**src/rtl/answer_judge.sv**
```systemverilog
// -----------------------------------------------------------------------------
// answer_judge
//
// Game controller that sits between question_show and the score / seven-segment
// displays. For every question it latches the operands, works out the correct
// answer, watches both 9-button joysticks for new presses, judges the first
// answers, keeps both scores and pulses next_q so state_counter moves on to the
// next question. The game stops after NUM_QUESTIONS questions.
//
// Ports
//   clk          in   1  system clock, rising edge
//   reset        in   1  asynchronous, active-high
//   start        in   1  level; starts a game from IDLE or DONE
//   num_left     in   4  left operand
//   num_right    in   4  right operand
//   operater     in   4  one-hot op: 1000 div, 0100 mul, 0010 sub, 0001 add
//   joy_left     in   9  left player buttons, bit k = answer k+1 (asynchronous)
//   joy_right    in   9  right player buttons, same encoding
//   score_left   out  5  left player score
//   score_right  out  5  right player score
//   next_q       out  1  one-cycle pulse: advance to the next question
//   q_index      out  4  current question number, 0-based
//   show_answer  out  4  correct answer while it is shown, else 0
//   busy         out  1  high while a question is in progress
//   game_over    out  1  high once all questions have been played
// -----------------------------------------------------------------------------
module answer_judge #(
    parameter int NUM_QUESTIONS  = 9,
    parameter int SHOW_CYCLES    = 50,
    parameter int TIMEOUT_CYCLES = 1000,
    parameter int SCORE_MAX      = 31
) (
    input  logic       clk,
    input  logic       reset,
    input  logic       start,
    input  logic [3:0] num_left,
    input  logic [3:0] num_right,
    input  logic [3:0] operater,
    input  logic [8:0] joy_left,
    input  logic [8:0] joy_right,
    output logic [4:0] score_left,
    output logic [4:0] score_right,
    output logic       next_q,
    output logic [3:0] q_index,
    output logic [3:0] show_answer,
    output logic       busy,
    output logic       game_over
);

    localparam int TW = $clog2(TIMEOUT_CYCLES);
    localparam int SW = (SHOW_CYCLES > 1) ? $clog2(SHOW_CYCLES) : 1;

    localparam logic [TW-1:0] TIMER_LAST = TW'(TIMEOUT_CYCLES - 1);
    localparam logic [SW-1:0] SHOW_LAST  = SW'(SHOW_CYCLES - 1);
    localparam logic [3:0]    LAST_Q     = 4'(NUM_QUESTIONS - 1);
    localparam logic [4:0]    SCORE_TOP  = 5'(SCORE_MAX);

    typedef enum logic [2:0] {
        IDLE,
        LOAD,
        ASK,
        JUDGE,
        SHOW,
        DONE
    } state_t;

    state_t state, state_n;

    // Joystick synchronisers and "bus was pressed last cycle" flags.
    logic [8:0] sync1_left, sync2_left, sync1_right, sync2_right;
    logic       any_d_left, any_d_right;

    logic [3:0]    answer, answer_n;
    logic [TW-1:0] timer, timer_n;
    logic [SW-1:0] show_cnt, show_cnt_n;
    logic          lock_left, lock_left_n, lock_right, lock_right_n;
    logic [8:0]    cap_left, cap_left_n, cap_right, cap_right_n;
    logic [4:0]    score_left_n, score_right_n;
    logic [3:0]    q_index_n;
    logic          next_q_n;
    logic          busy_n;

    logic [7:0] result;
    logic       result_ok;
    logic [3:0] answer_calc;

    logic event_left, event_right;
    logic take_left, take_right;
    logic ok_left, ok_right;

    // A press is correct only when exactly the one button matching the
    // answer is down; an unanswerable question (answer 0) never matches.
    function automatic logic is_correct(input logic [8:0] press, input logic [3:0] ans);
        return (ans != 4'd0) && (press == (9'd1 << (ans - 4'd1)));
    endfunction

    // Correct answer for the operands currently on the inputs; 0 means the
    // question cannot be answered with one of the nine buttons.
    always_comb begin
        // NOTE: every variable gets a default first so no path leaves it
        // unassigned, which would otherwise infer a latch.
        result    = '0;
        result_ok = 1'b0;
        case (operater)
            4'b0001: begin
                result    = {4'd0, num_left} + {4'd0, num_right};
                result_ok = 1'b1;
            end
            4'b0010: begin
                if (num_left >= num_right) begin
                    result    = {4'd0, num_left - num_right};
                    result_ok = 1'b1;
                end
            end
            4'b0100: begin
                result    = {4'd0, num_left} * {4'd0, num_right};
                result_ok = 1'b1;
            end
            4'b1000: begin
                if (num_right != 4'd0 && (num_left % num_right) == 4'd0) begin
                    result    = {4'd0, num_left / num_right};
                    result_ok = 1'b1;
                end
            end
            default: ;
        endcase
        answer_calc = (result_ok && result >= 8'd1 && result <= 8'd9) ? result[3:0] : 4'd0;
    end

    // Press event: bus goes from all-released to anything-pressed.
    assign event_left  = (|sync2_left)  && !any_d_left;
    assign event_right = (|sync2_right) && !any_d_right;
    assign take_left   = event_left  && !lock_left;
    assign take_right  = event_right && !lock_right;
    assign ok_left     = is_correct(cap_left,  answer);
    assign ok_right    = is_correct(cap_right, answer);

    always_ff @(posedge clk or posedge reset) begin
        if (reset) begin
            sync1_left  <= '0;
            sync2_left  <= '0;
            sync1_right <= '0;
            sync2_right <= '0;
            any_d_left  <= 1'b0;
            any_d_right <= 1'b0;
        end else begin
            // NOTE: non-blocking assignments so each flop samples the value
            // its predecessor held before this edge, giving a true 2-flop chain.
            sync1_left  <= joy_left;
            sync2_left  <= sync1_left;
            sync1_right <= joy_right;
            sync2_right <= sync1_right;
            any_d_left  <= |sync2_left;
            any_d_right <= |sync2_right;
        end
    end

    always_comb begin
        state_n       = state;
        answer_n      = answer;
        timer_n       = timer;
        show_cnt_n    = show_cnt;
        lock_left_n   = lock_left;
        lock_right_n  = lock_right;
        cap_left_n    = cap_left;
        cap_right_n   = cap_right;
        score_left_n  = score_left;
        score_right_n = score_right;
        q_index_n     = q_index;
        next_q_n      = 1'b0;

        case (state)
            IDLE, DONE: begin
                if (start) begin
                    state_n       = LOAD;
                    score_left_n  = '0;
                    score_right_n = '0;
                    q_index_n     = '0;
                end
            end

            LOAD: begin
                answer_n     = answer_calc;
                timer_n      = '0;
                lock_left_n  = 1'b0;
                lock_right_n = 1'b0;
                state_n      = ASK;
            end

            ASK: begin
                // Timer holds at its last value so an event arriving on the
                // final cycle still times out on the next ASK cycle.
                if (timer != TIMER_LAST) begin
                    timer_n = timer + 1'b1;
                end
                if (take_left || take_right) begin
                    cap_left_n  = take_left  ? sync2_left  : '0;
                    cap_right_n = take_right ? sync2_right : '0;
                    state_n     = JUDGE;
                end else if (timer == TIMER_LAST) begin
                    show_cnt_n = '0;
                    state_n    = SHOW;
                end
            end

            JUDGE: begin
                if (ok_left || ok_right) begin
                    if (ok_left && score_left < SCORE_TOP) begin
                        score_left_n = score_left + 5'd1;
                    end
                    if (ok_right && score_right < SCORE_TOP) begin
                        score_right_n = score_right + 5'd1;
                    end
                    show_cnt_n = '0;
                    state_n    = SHOW;
                end else begin
                    // No one was right, so any captured press was wrong.
                    lock_left_n  = lock_left  | (|cap_left);
                    lock_right_n = lock_right | (|cap_right);
                    if (lock_left_n && lock_right_n) begin
                        show_cnt_n = '0;
                        state_n    = SHOW;
                    end else begin
                        state_n = ASK;
                    end
                end
            end

            SHOW: begin
                if (show_cnt == SHOW_LAST) begin
                    next_q_n  = 1'b1;
                    q_index_n = q_index + 4'd1;
                    state_n   = (q_index == LAST_Q) ? DONE : LOAD;
                end else begin
                    show_cnt_n = show_cnt + 1'b1;
                end
            end

            default: state_n = IDLE;
        endcase

        busy_n = (state_n == LOAD) || (state_n == ASK) || (state_n == JUDGE) || (state_n == SHOW);
    end

    always_ff @(posedge clk or posedge reset) begin
        if (reset) begin
            state       <= IDLE;
            answer      <= '0;
            timer       <= '0;
            show_cnt    <= '0;
            lock_left   <= 1'b0;
            lock_right  <= 1'b0;
            cap_left    <= '0;
            cap_right   <= '0;
            score_left  <= '0;
            score_right <= '0;
            q_index     <= '0;
            next_q      <= 1'b0;
            show_answer <= '0;
            busy        <= 1'b0;
            game_over   <= 1'b0;
        end else begin
            state       <= state_n;
            answer      <= answer_n;
            timer       <= timer_n;
            show_cnt    <= show_cnt_n;
            lock_left   <= lock_left_n;
            lock_right  <= lock_right_n;
            cap_left    <= cap_left_n;
            cap_right   <= cap_right_n;
            score_left  <= score_left_n;
            score_right <= score_right_n;
            q_index     <= q_index_n;
            next_q      <= next_q_n;
            // Outputs are registered from the next state so they line up
            // with the state they describe.
            show_answer <= (state_n == SHOW) ? answer_n : 4'd0;
            busy        <= busy_n;
            game_over   <= (state_n == DONE);
        end
    end

endmodule

```
**config.mk**
```make
export PLATFORM = sky130hd
export DESIGN_NAME = answer_judge
export DESIGN_NICKNAME = d
export VERILOG_FILES = /design/src/rtl/answer_judge.sv
export SDC_FILE = /design/constraint.sdc
export NUM_CORES = 1
export LEC_CHECK = 0
export ABC_AREA = 1
export BUFFER_PORTS_ARGS = -buffer_cell sky130_fd_sc_hd__buf_2
export CORE_ASPECT_RATIO = 1.2
export CORE_UTILIZATION = 54
export CTS_CLUSTER_SIZE = 14
export DETAILED_ROUTE_END_ITERATION = 8
export PLACE_DENSITY = 0.8
export SYNTH_ARGS = -nofsm -noshare
export SYNTH_HDL_FRONTEND = slang
export SYNTH_SLANG_ARGS = --single-unit
```
**constraint.sdc**
```tcl
create_clock -name clk -period 3.7 [get_ports clk]
set_clock_uncertainty 0.1 [all_clocks]
set_input_delay 0.74 -clock clk [delete_from_list [all_inputs] [get_ports clk]]
set_output_delay 0.74 -clock clk [all_outputs]
set_load 0.05 [all_outputs]
```
# [Word level (Yosys, flattened, before mapping)]
# Index checks and enable logic that the tools add are counted.
[totals] register_bits=102 inputBits=33 output_inout_bits=21
[op_classes] n_addsub=8 mul=1 div_mod_pow=2 n_lt_le_gt_ge=5 eq_ne=31 shifts=1 n_mux=43 bitwise=2 reduce_logical=43
[ops] operator="OR reduction 9 bit" n=4
[ops] operator="one-hot mux 8 bit (4 select lines)" n=1
[ops] operator="2-to-1 mux 6 bit" n=5
[ops] operator="2-to-1 mux 4 bit" n=7
[ops] operator="2-to-1 mux 5 bit" n=5
[ops] operator="2-to-1 mux 3 bit" n=7
[ops] operator="inequality test 2 bit, second input constant" n=10
[ops] operator="one-hot mux 10 bit (2 select lines)" n=1
[ops] operator="one-hot mux 5 bit (2 select lines)" n=2
[ops] operator="equality test 9 bit" n=2
[ops] operator="2-to-1 mux 9 bit" n=2
[ops] operator="one-hot mux 6 bit (3 select lines)" n=1
[ops] operator="one-hot mux 3 bit (5 select lines)" n=1
[ops] operator="equality test 3 x 2 -> 1 bit, second input constant" n=4
[ops] operator="equality test 3 bit, second input constant" n=4
[ops] operator="logical AND 1 bit" n=12
[ops] operator="adder 10 x 1 -> 10 bit, second input constant" n=1
[ops] operator="adder 5 x 1 -> 5 bit, second input constant" n=2
[ops] operator="equality test 10 bit, second input constant" n=1
[ops] operator="less-than comparator 5 bit, second input constant" n=2
[ops] operator="2-to-1 mux 10 bit" n=1
[ops] operator="inequality test 10 bit, second input constant" n=1
[ops] operator="<< shifter 1 x 4 -> 9 bit, first input constant" n=1
[ops] operator="equality test 4 bit, second input constant" n=2
[ops] operator="34 further kinds" n=57

# [Longest topological paths before layout]
# Gate-level depths: netlist of the first run.
[depth] depth_word=11 ltp_mapped=38 depth_no_buf=38

# [Worst setup path after synthesis of the first run]
# No wires, ideal clock.
[synth_path] kind="input to register" startpoint="in num_right[0]" endpoint="reg show_answer[3]" t_arrival_ns=4.277 path_slack_ns=-0.750 stages=32 n_path_buf=0 cell_sequence="inv_1 -> ha_1 -> nand3_1 -> nand2_1 -> inv_1 -> ha_1 -> nand2_1 -> nand3_1 -> nand2_1 -> nand2_1 -> nand2_1 -> inv_1 -> ha_1 -> nand2_1 -> inv_1 -> nand2_1 -> nand3_2 -> nand2_1 -> nand2_2 -> inv_1 -> fa_1 -> inv_1 -> nand2_1 -> nand3_1 -> a21oi_1 -> nor3_1 -> nand2_1 -> nand2_2 -> nand2_1 -> a21oi_1 -> nand4_1 -> a21oi_2"
[synth_between] elab_chain_cells=11 word_cells_on_any_way=22 cone_classes="add/sub: 2; mul: 1; div: 2; order compare: 3; mux: 9; reduce/logical: 5"
[synth_rtl] element="start, declared" line="37" source="input logic [3:0] num_right,"
[synth_rtl] element="modulo 4 x 4 -> 4 bit" line="120" source="if (num_right != 4'd0 && (num_left % num_right) == 4'd0) begin"
[synth_rtl] element="zero test 4 bit" line="120"
[synth_rtl] element="logical AND 1 bit" line="120"
[synth_rtl] element="2-to-1 mux 4 bit" line="120"
[synth_rtl] element="one-hot mux 8 bit (4 select lines)" line="104" source="case (operater)"
[synth_rtl] element=">= comparator 8 x 1 -> 1 bit" line="127" source="answer_calc = (result_ok && result >= 8'd1 && result <= 8'd9) ? result[3:0] : 4'd0;"
[synth_rtl] element="logical AND 1 bit (2 in a row)" line="127"
[synth_rtl] element="2-to-1 mux 4 bit (*)" line="127"
[synth_rtl] element="2-to-1 mux 4 bit (*)" line="172" source="case (state)"
[synth_rtl] element="2-to-1 mux 4 bit (*)" line="277" source="show_answer <= (state_n == SHOW) ? answer_n : 4'd0;"
[synth_rtl] element="end signal, assigned" line="277"
[synth_rtl] element="end, declared" line="45" source="output logic [3:0] show_answer,"
# Every way passes the cells marked *; elsewhere a longest branch is shown, timed or not.
# A chain may end at the register's enable or synchronous reset.

# [Worst setup path in the final report of the first run]
[layout_path] startpoint="in num_right[0]" endpoint="reg show_answer[2]"
# Same word-level chain as after synthesis.

==> results.py, run 1 <==
metrics = {
    "flow_run": {
        "cap_violations": 0,
    },
    "drt": {
        "finalWirelength_microns": 15800,
        "ant_nets": 0,
        "viasPerCell": 5.55,
        "detail_route.wl_per_cell_microns": 16.0,
        "dr_total_vias": 5471,
        "first_pass_iters": 7,
        "drtIter0Drc": 322,
        "drc": 4,
    },
    "synthesis": {
        "synth_cells": 703,
        "synth_edf_count": 0,
        "netlist_area_sq_mm": 0.00596,
        "synth_seq_cells": 102,
        "synth_fp_nets": 783,
        "ys_warn_count": 0,
        "yosys.area.top_type_share": 0.428,
        "synth_top_cells_by_area": "dfrtp_1 (43%), nand2_1 (9.5%), ha_1 (8.4%), inv_1 (6.9%), nand3_1 (4.1%)",
        "avgSynthCellArea_sq_um": 8.48,
        "synth_area_leader_cell": "dfrtp_1",
        "synth-main-ff-cell": "dfrtp_1",
        "synth-async-reset-ratio": 1.00,
        "synth-seq-area-share": 0.428,
        "synthDistinctLibCells": 47,
    },
    "timing": {
        "tightestPinTransition_ps": 876,
        "final_max_slew_viol_count": 0,
        "hold_viol": 0,
        "maxSlewHeadroom": 0.414,
        "fin_setup_tns_ps": -6280,
        "setup_viol": 8,
        "setup_ws_ps": -831,
        "fin_hold_ws_ps": 251,
        "fmax_mhz": 221,
        "min_period_over_period": 1.22,
        "fin_crit_ps": 4530,
        "grt_setup_unrepaired": "yes",
    },
    "floorplan": {
        "die_w_microns": 97.9,
        "num_rows": 41,
        "start_util": 0.561,
        "dieArea_sq_mm": 0.0115,
        "die_h_microns": 117,
        "core_sq_mm": 0.0106,
        "ios": 54,
    },
    "critical_path": {
        "path_common_cell": "nand2_2",
        "endpoint_kind": "flip-flop",
        "worst-endpoint-required_ps": 3870,
        "cp_data_arrival_time_ps": 4700,
        "cp_slowest_cell": "ha_4",
        "cp_slowest_stage_delay_ps": 280,
        "crit_path_start_kind": "input pin",
        "crit_type": "input pin to flip-flop",
        "crit_fanout": 5,
    },
    "grt": {
        "grt_max_degree": 65,
        "grt_overflow_total": 0,
        "grt_pass1_vias": 5360,
        "antenna_found_initial": 0,
        "grt_pass1_wl_microns": 24900,
        "track_usage": 0.275,
    },
    "outcome": {
        "status": "finished, violations left",
        "violations": "DRC, setup timing",
    },
    "place": {
        "io_buffers": 53,
        "dp_hpwl_microns": 9910,
        "place_congestion": 0.922,
        "dp_cells": 914,
    },
    "hold_path": {
        "hold_path.class": "flip-flop to flip-flop",
    },
    "clock_tree": {
        "tritoncts": "built",
        "cts_inserted_buffers": 9,
        "path_clk_slew_ps": 80,
        "numClockSinks": 102,
        "root_buffer": "clkbuf_16",
        "htree_levels": 3,
        "worstSkewPairLatency_ps": 340,
        "cts_buffer_depth": 2,
        "postCtsHoldBufs": 0,
    },
    "layout": {
        "area_growth_pct": 29.7,
        "drive_gt1_frac": 0.315,
        "antennaDiodeCount": 0,
        "final_cells": 985,
        "final_util": 0.728,
        "nets": 931,
    },
    "power": {
        "ir_worst_vdd_v": 0.000351,
        "p_per_area_mw_per_mm2": 444,
        "p_leak_nw": 3.90,
    },
}
==> sequential cells by signal, summed over array words and instances, names as in the netlist <==
name and cells:
answer 4, next_q 1, game_over 1, cap_right 9, score_left 5, timer 10, lock_right 1, busy 1
state 3, score_right 5, q_index 4, show_cnt 6, show_answer 4, any_d_left 1, sync2_left 9, cap_left 9
sync2_right 9, any_d_right 1, sync1_left 9, lock_left 1, sync1_right 9
==> critical path: cells and delay by family <==
family	cells	cell delay, ps
fa+ha+maj	4	830
buf+inv	8	530
compound gates	1	160
simple gates	26	2430
==> final timing paths <==
kind,cells past startpoint,slack [ps],start,to
max reg2reg,11,1200,state[2],show_cnt[5]
min reg2reg,0,250,sync1_right[3],sync2_right[3]
max,39,-830,num_right[0],show_answer[2]
min,0,250,sync1_right[3],sync2_right[3]
max in group asynchronous,3,2260,reset,sync2_right[4]
min in group asynchronous,2,440,reset,show_cnt[3]
==> area by class of cell <==
| type | count | area (sq um) |
|---|---|---|
| multi-input cells | 485 | 3310 |
| fillers | 723 | 2890 |
| clock inverters | 7 | 91.3 |
| flip-flops and latches | 102 | 2550 |
| repair buffers | 141 | 946 |
| clock buffers | 9 | 225 |
| well taps | 129 | 161 |
| inverters | 112 | 444 |
==> placed cells by master, fill, tap and decap left out, types with 33 or more instances in the layout <==
cell type and instances:
dfrtp_1 102, buf_4 87, ha_1 33, buf_2 51, nand3_1 39, nand2_1 125, o21ai_0 34, inv_1 97
nor2_1 42
==> per-layer routing <==
metal	vias to the layer above	share of wire	track usage
li1	2595	-	-
met1	2651	0.40	0.314
met2	183	0.53	0.517
met3	42	0.039	0.0392
met4	0	0.032	0.119
met5	-	0	0
==> synth_stat cells (6+ instances only) <==
| master | number |
|---|---|
| nand4_1 | 12 |
| dfrtp_1 | 102 |
| o21ai_1 | 6 |
| xor2_1 | 22 |
| nor4_1 | 10 |
| nand2_1 | 151 |
| ha_1 | 40 |
| nor2_1 | 46 |
| or2_2 | 8 |
| nor3_1 | 11 |
| o21ai_0 | 34 |
| inv_1 | 109 |
| nand2_2 | 6 |
| fa_1 | 7 |
| nand3_1 | 49 |
| a21oi_1 | 24 |
==> through the flow <==
stage	instance area, sq um	power (mW)	worst slack (ps)
3_3_place_gp	6730	2.28	-872
5_1_grt	7730	3.62	-985
3_5_place_dp	6730	2.32	-1230
6_report	7730	3.44	-831
2_1_floorplan	6080	2.05	-584
4_1_cts	7550	3.36	-540
==> timing repair <==
| item | in CTS | in global routing |
|---|---|---|
| resized for setup | 31 | 37 |
| pin swaps | 33 | 34 |
| endpoints found under the setup margin | 8 | 8 |
| buffers inserted | 53 | 2 |
==> where the power goes <==
part | switching (mW) | total [mW] | internal [mW]
Clock | 0.475 | 0.965 | 0.490
Sequential | 0.0646 | 1.26 | 1.19
Combinational | 0.785 | 1.21 | 0.428
Total | 1.32 | 3.44 | 2.11
==> kinds of logic (layout without fill, tap and decap cells) <==
kind of cell,count (synthesis),count (layout),synth area share
AOI/OAI and AO/OA,96,96,0.0970
xor gates and xnor gates,25,25,0.0367
adders and majority gates,47,47,0.107
buffers and inverters,116,269,0.0745
DFF,102,102,0.428
and+or+nand+nor,317,317,0.256
Power figures use the tool's default switching activity.
==> run 2: changes to the inputs <==
- RECOVER_POWER: default -> 25
==> results.py, run 2 (synthesized netlist as in run 1, its figures left out) <==
metrics = {
    "outcome": {
        "status": "finished, violations left",
        "violations": "DRC, capacitance limit, slew limit, setup timing",
    },
    "layout": {
        "final_cells": 985,
        "finalInstanceArea_sq_mm": 0.00773,
        "regMostFlops": "timer",
        "final_cell_mix": "nand2_1 (125), dfrtp_1 (102), inv_1 (98), buf_4 (87), buf_2 (51)",
        "nets": 931,
        "antennaDiodeCount": 0,
        "area_growth_pct": 29.6,
        "drive_gt1_frac": 0.314,
        "layout_commonest_cell": "nand2_1",
        "largest_register_ffs": 10,
    },
    "clock_tree": {
        "path_clk_slew_ps": 80,
        "postCtsHoldBufs": 0,
        "numClockSinks": 102,
        "cts_buffer_depth": 2,
        "tritoncts": "built",
        "cts_inserted_buffers": 9,
        "worstSkewPairLatency_ps": 340,
        "root_buffer": "clkbuf_16",
        "htree_levels": 3,
    },
    "critical_path": {
        "worst-endpoint-required_ps": 3870,
        "cp_slowest_stage_delay_ps": 280,
        "startpoint": "num_right[0]",
        "cp_slowest_cell": "ha_4",
        "crit_fanout": 5,
        "crit_type": "input pin to flip-flop",
        "endpoint_kind": "flip-flop",
        "crit_path_start_kind": "input pin",
        "path_common_cell": "nand2_2",
        "cp_data_arrival_time_ps": 4700,
        "reg2reg_from": "state[2]",
    },
    "timing": {
        "fmax_mhz": 221,
        "fin_hold_ws_ps": 251,
        "final_max_slew_viol_count": 65,
        "hold_viol": 0,
        "min_period_over_period": 1.22,
        "setup_ws_ps": -831,
        "setup_viol": 8,
        "tightestPinTransition_ps": 2320,
        "grt_setup_unrepaired": "yes",
        "fin_crit_ps": 4530,
        "maxSlewHeadroom": -0.551,
    },
    "place": {
        "place_congestion": 0.922,
        "io_buffers": 53,
        "placed_cell_area_sq_mm": 0.00673,
        "preCtsSetupSlack_ps": -1230,
        "dp_hpwl_microns": 9910,
        "dp_cells": 914,
    },
    "floorplan": {
        "dieArea_sq_mm": 0.0115,
        "die_w_microns": 97.9,
        "core_sq_mm": 0.0106,
        "die_h_microns": 117,
        "start_util": 0.561,
        "num_rows": 41,
        "ios": 54,
    },
    "grt": {
        "grt_overflow_total": 0,
        "grt_pass1_vias": 5360,
        "grt_pass1_wl_microns": 24900,
        "antenna_found_initial": 0,
        "track_usage": 0.275,
        "grt_max_degree": 65,
    },
    "hold_path": {
        "min-delay-start": "sync1_right[3]",
        "hold_path.class": "flip-flop to flip-flop",
    },
    "drt": {
        "finalWirelength_microns": 15800,
        "ant_nets": 0,
        "detail_route.wl_per_cell_microns": 16.0,
        "drc": 4,
        "drtIter0Drc": 322,
        "first_pass_iters": 7,
        "dr_total_vias": 5467,
        "viasPerCell": 5.55,
    },
    "power": {
        "ir_worst_vdd_v": 0.000351,
        "p_leak_nw": 3.90,
        "p_per_area_mw_per_mm2": 444,
        "power_mw": 3.44,
    },
    "flow_run": {
        "cap_violations": 1,
    },
}
## run 2: cell counts in the layout (fill, tap and decap cells not counted)
Identical to the previous run, type by type.
## run 2: critical path: cells and delay by family
| family | cells | cell delay (ps) |
|---|---|---|
| adder cells (fa/ha/maj) | 4 | 830 |
| buffers and inverters | 8 | 530 |
| AND/OR/NAND/NOR | 26 | 2430 |
| AO/OA/AOI/OAI | 1 | 160 |
## run 2: cell type report
| type | count | area (sq um) |
|---|---|---|
| Tap cell | 129 | 161 |
| Clock buffer | 9 | 225 |
| Fill cell | 724 | 2890 |
| Multi-Input combinational cell | 485 | 3310 |
| Timing Repair Buffer | 141 | 946 |
| Sequential cell | 102 | 2550 |
| Clock inverter | 7 | 91.3 |
| Inverter | 112 | 442 |
## run 2: where the power goes
part / internal, mW / switching [mW]
combinational: 0.428 / 0.785
sequential: 1.19 / 0.0646
clock: 0.490 / 0.475
## run 2: timing repair
item                       CTS  global route
setup endpoints to repair    8             8
pin swaps                   33            34
gates resized for setup     31            37
buffers inserted            53             2
## run 2: metrics by stage
step            util  setup TNS, ps
3_3_place_gp   0.634          -6670
6_report       0.728          -6280
3_5_place_dp   0.634          -9350
2_1_floorplan      -          -4290
4_1_cts        0.711          -4110
5_1_grt        0.728          -7390
## run 2: worst paths after layout
kind	endpoint	depth (start not counted)	slack (ps)
max	show_answer[2]	39	-830
min	sync2_right[3]	0	250
max reg2reg	show_cnt[5]	11	1200
min reg2reg	sync2_right[3]	0	250
max in group asynchronous	sync2_right[4]	3	1080
min in group asynchronous	show_cnt[3]	2	1090
## run 2: layer usage
metal	part of all wire	wire length, microns	GRT usage	vias up
met5	0	0	0	-
met4	0.032	512	0.119	0
met3	0.039	610	0.0392	44
met2	0.53	8400	0.517	180
met1	0.40	6260	0.314	2648
li1	-	-	-	2595
